$ cat config.mk
export PLATFORM = sky130hd
export DESIGN_NAME = vpu_top
export DESIGN_NICKNAME = d
export VERILOG_FILES = /design/src/rtl/vpu_top.sv
export SDC_FILE = /design/constraint.sdc
export NUM_CORES = 2
export LEC_CHECK = 0
export BUFFER_PORTS_ARGS = -buffer_cell sky130_fd_sc_hd__clkbuf_2
export CORE_ASPECT_RATIO = 0.8
export CORE_MARGIN = 2
export CORE_UTILIZATION = 66
export CTS_BUF_LIST = sky130_fd_sc_hd__clkbuf_2
export CTS_CLUSTER_DIAMETER = 50
export DETAILED_ROUTE_END_ITERATION = 16
export GPL_TIMING_DRIVEN = 0
export PLACE_DENSITY = 0.83
export RECOVER_POWER = 25
export SYNTH_ARGS = -nofsm -noshare
export SYNTH_HDL_FRONTEND = slang
export SYNTH_SLANG_ARGS = --single-unit
$ cat constraint.sdc
create_clock -name clk -period 11.4 [get_ports clk]
set_input_delay 3.42 -clock clk [delete_from_list [all_inputs] [get_ports clk]]
set_output_delay 3.42 -clock clk [all_outputs]
set_load 0.005 [all_outputs]
$ cat src/rtl/vpu_top.sv
// vpu_top: single-issue register-to-register ALU core with 32x16 GPR file and IR
module vpu_top (
  input  logic        clk,
  input  logic        rst_n,
  input  logic [31:0] ir_in,
  input  logic        ir_load,
  input  logic [4:0]  rd_addr,
  output logic [15:0] rd_data,
  output logic [15:0] sgpr,
  output logic        done
);
  logic [31:0] IR;
  logic [15:0] GPR [0:31];
  logic        pending;
  logic [4:0]  oper_type, rdst, rsrc1, rsrc2;
  logic        imm_mode;
  logic [15:0] isrc, op_a, op_b, result;
  logic [31:0] prod;
  logic        wr_en;
  assign oper_type = IR[31:27];
  assign rdst      = IR[26:22];
  assign rsrc1     = IR[21:17];
  assign imm_mode  = IR[16];
  assign rsrc2     = IR[15:11];
  assign isrc      = IR[15:0];
  assign op_a      = GPR[rsrc1];
  assign op_b      = imm_mode ? isrc : GPR[rsrc2];
  assign prod      = {16'b0, op_a} * {16'b0, op_b};
  assign wr_en     = pending && (oper_type <= 5'd11);
  assign rd_data   = GPR[rd_addr];
  always_comb begin
    result = '0;
    case (oper_type)
      5'd0:    result = sgpr;
      5'd1:    result = imm_mode ? isrc : op_a;
      5'd2:    result = op_a + op_b;
      5'd3:    result = op_a - op_b;
      5'd4:    result = prod[15:0];
      5'd5:    result = op_a | op_b;
      5'd6:    result = op_a & op_b;
      5'd7:    result = op_a ^ op_b;
      5'd8:    result = ~(op_a ^ op_b);
      5'd9:    result = ~(op_a & op_b);
      5'd10:   result = ~(op_a | op_b);
      5'd11:   result = ~op_b;
      default: result = '0;
    endcase
  end
  // Sources are read combinationally from the pre-edge GPR contents, so rdst may alias a source.
  always_ff @(posedge clk or negedge rst_n) begin
    if (!rst_n) begin
      IR      <= '0;
      pending <= 1'b0;
      done    <= 1'b0;
      sgpr    <= '0;
      for (int i = 0; i < 32; i++) GPR[i] <= '0;
    end else begin
      if (ir_load) IR <= ir_in;
      pending <= ir_load;
      done    <= wr_en;
      if (wr_en) GPR[rdst] <= result;
      if (wr_en && oper_type == 5'd4) sgpr <= prod[31:16];
    end
  end
endmodule

==> summary.txt <==
Global route
  – Global route overflow: 0
  – Initial antenna violation count: 8
  – Largest net degree at the start of global routing: 108
  – Vias in the first global route: 37,800
  – Tot GR Track Use: 56.0%
  – First-pass GRT wire length: 264 mm

Detailed routing
  – Routed vias: 39,700
  – Via/cell ratio: 7.49
  – Total wire length: 187 mm
  – WL per Instance: 35.2 um
  – Drt pass-1 iters: 10
  – Post-route ant nets: 0
  – Iter 0 DRT Violations: 7,089
  – DRC: 0

Timing
  – Max-slew violation count: 240
  – Final setup viols: 2
  – Count of final hold-check violations: 0
  – Setup_tns: -0.161 ns
  – RSZ-0062 raised after global routing: false
  – Rel. slew slack: -245%
  – Worst-Margin Slew: 5.17 ns
  – Max Fclk: 86.6 MHz
  – Setup ws final: -0.149 ns
  – Worst Skew: 0.159 ns
  – Fin crit period: 11.55 ns
  – Fin crit share: 101%

Worst setup path
  – Worst setup EP type: flip-flop
  – R2R cell count: 30
  – Worst reg2reg endpoint: sgpr[14]$_DFFE_PN0P_
  – Critical path peak fanout: 13
  – Reg-to-reg slack, setup: -0.15 ns
  – Top cell by count, worst path: inv_1
  – Slowest CP cell: a2111oi_0
  – Crit-path max cell delay: 0.92 ns
  – CP arrival: 12.89 ns
  – Worst r2r src: IR[20]$_DFFE_PN0P_
  – Critical Path Source Type: flip-flop
  – Critical path type: reg -> reg
  – Critical Path RT: 12.74 ns

Clock network
  – CTS tree: yes
  – Setup bufs post-CTS: 0
  – Clock Sinks: 562
  – Worst-path clk slew: 0.11 ns
  – Clock latency on the worst-skew pair: 1.56 ns
  – Root Driver: clkbuf_2
  – Clk buf depth: 3
  – Number of CTS-inserted buffers: 147
  – CTS H-tree lvls: 4

Cells and area
  – Area Growth Syn to Fin: 7.07%
  – Design area: 46,600 sq um
  – # nets final: 4,701
  – Final core utilization: 71.1%
  – Share of layout cells above drive strength 1: 21.3%
  – Fin cells: 5,306

Place
  – GP Congestion: 1.08
  – DP Cell Count: 5,031
  – Placed cell areas: 45,100 sq um
  – Dpl hpwl: 141 mm
  – PortBufs: 68
  – Pre-CTS setup slack: -1.35 ns

Die
  – IO Count: 73
  – Die Y: 234 um
  – Initial core utilization: 66.4%
  – Die area: 68,000 sq um
  – Core ar.: 65,500 sq um
  – Num rows: 84
  – Die Width: 291 um

Power
  – Lkg Pwr: 20.5 nW
  – Peak VDD IR: 143 uV
  – PwrDens: 151 nW/um^2

Run status
  – Status: finished with violations
  – Failing checks: max-capacitance violations, max-slew violations, negative setup slack

Worst hold path
  – Worst Hold End: IR[0]$_DFFE_PN0P_
  – HP Class: reg -> reg
  – WHS Path Cells: 1
  – Hold path start: IR[0]$_DFFE_PN0P_

Logic synthesis
  – Post-synthesis cell area: 43,500 sq um
  – Synthesized net count: 4,483
  – Netlist cell types: 89
  – Most used DFF post-synth: dfrtp_1
  – Syn Inst Count: 4,096
  – #FFs+latches synth: 562
  – Sequential area share after synthesis: 32.3%
  – YS warnings: 0
  – Asr flop ratio synth: 100%
  – Average size of a mapped cell: 10.6 sq um
  – EDFF count, synth: 0

Flow run
  – MaxCap Viol Count: 10
==> placed cells by master, fill, tap and decap left out, types with 7 or more instances in the layout <==
cell type,synthesis,layout
a22oi_1,22,22
xnor2_1,37,37
o2111ai_1,7,7
a21oi_1,129,128
clkinv_2,0,10
clkbuf_2,2,272
fa_1,194,194
o211ai_1,11,11
nor2b_1,13,13
nor3_1,23,23
diode_2,0,11
mux2i_1,66,66
a221oi_1,21,21
nand2_1,735,735
a31oi_1,14,14
inv_1,272,272
o21ai_0,500,500
buf_6,18,19
xor2_1,13,13
buf_4,14,16
o31ai_1,8,8
clkbuf_1,220,213
ha_1,153,153
o21a_1,7,7
clkinv_1,10,58
mux2_2,70,70
nor2_1,254,254
buf_1,30,18
o21bai_1,7,7
o21ai_2,29,29
or2_2,7,7
and2_1,9,9
and3_1,14,14
nand2b_1,14,14
mux4_2,430,430
o21ai_1,7,7
nand3_1,21,21
dfrtp_1,562,562
buf_2,38,38
a21o_1,11,11
==> logic make-up after synthesis <==
| logic type | count (synthesis) | share of synthesized area [%] |
|---|---|---|
| buffers and inverters | 611 | 5.90 |
| multiplexers | 568 | 25.7 |
| AO/OA/AOI/OAI | 831 | 11.2 |
| flip-flops | 562 | 32.3 |
| AND/OR/NAND/NOR | 1126 | 10.5 |
| XOR/XNOR | 50 | 1.01 |
| adder cells (fa/ha/maj) | 348 | 13.4 |
==> state kept, by name (all words and copies together), names as in the netlist <==
register and cells:
done 1, pending 1, sgpr 16, IR 32, GPR 512
==> power by group <==
| group | switching (mW) | internal [mW] | leakage (nW) |
|---|---|---|---|
| clock network | 1.01 | 0.617 | 1.03 |
| registers | 0.301 | 2.26 | 7.65 |
| logic | 1.78 | 1.06 | 11.8 |
==> cells in the mapped netlist, types with 8 or more instances <==
master      n  area share [%]
o31ai_1     8            0.14
mux2i_1    66             1.5
and3_1     14            0.20
a22oi_1    22            0.38
nor2b_1    13            0.19
buf_4      14            0.24
buf_2      38            0.44
o211ai_1   11            0.19
a21o_1     11            0.19
nor3_1     23            0.26
buf_1      30            0.26
clkinv_1   10           0.086
mux4_2    430              22
xnor2_1    37            0.75
and2_1      9            0.13
a21oi_1   129             1.5
nand3_1    21            0.24
clkbuf_1  220             1.9
mux2_2     70             1.8
a221oi_1   21            0.42
o21ai_0   500             5.8
a31oi_1    14            0.20
nand2b_1   14            0.20
nor2_1    254             2.2
fa_1      194             8.9
o21ai_2    29            0.58
buf_6      18            0.47
inv_1     272             2.3
nand2_1   735             6.3
xor2_1     13            0.26
ha_1      153             4.4
dfrtp_1   562              32
==> how the worst max path moves through the flow <==
stage	endpoint	cells past startpoint	slack, ns	startpoint
3_5_place_dp	sgpr[15]$_DFFE_PN0P_	29	-1.35	IR[20]$_DFFE_PN0P_
3_3_place_gp	GPR[491]$_DFFE_PN0P_	1	-6.25	rst_n
5_1_grt	sgpr[14]$_DFFE_PN0P_	33	0.12	IR[17]$_DFFE_PN0P_
6_report	sgpr[14]$_DFFE_PN0P_	30	-0.15	IR[20]$_DFFE_PN0P_
2_1_floorplan	rd_data[0]	5	2.23	rd_addr[0]
4_1_cts	sgpr[15]$_DFFE_PN0P_	30	0.02	IR[18]$_DFFE_PN0P_
==> what timing repair did <==
action / in CTS / in global routing
pin swaps: 0 / 1
gates resized for setup: 9 / 15
gates cloned: 0 / 0
endpoints found under the setup margin: 218 / 142
hold buffers: 0 / 0
endpoints found under the hold margin: 0 / 0
==> per-stage QoR <==
stage	total power [mW]	hold WS [ns]
after floorplan	4.26	0.473
after global placement	5.16	0.491
after detailed placement	5.26	0.497
after CTS	6.80	0.515
after global routing	7.24	0.534
final	7.03	0.516
==> critical path: cells and delay by family, from the launching register on <==
kind | cells | cell delay [ns]
compound gates | 7 | 2.66
xor+xnor | 1 | 0.18
fa+ha+maj | 8 | 3.12
buf+inv | 11 | 3.42
flops | 1 | 0.89
mux | 2 | 0.77
simple gates | 1 | 0.36
==> area by class of cell <==
cell class                 count  area, sq um
sequential                   562        14100
inverter                     286         1080
multi-input combinational   2923        26900
timing repair buffer          75          470
tap                          860         1080
clock buffer                 196          981
antenna                       11         27.5
clock inverter                74          473
buffer                       319         1520
fill                        4902        18900
==> layer usage <==
| layer | track usage [%] | up-vias | routed length (um) |
|---|---|---|---|
| met1 | 72.1 | 19200 | 62900 |
| met5 | 4.38 | - | 500 |
| met4 | 32.7 | 12 | 13400 |
| met2 | 69.3 | 4358 | 68800 |
| li1 | - | 15100 | - |
| met3 | 36.8 | 1019 | 41500 |
(Power assumes the default switching activity.)
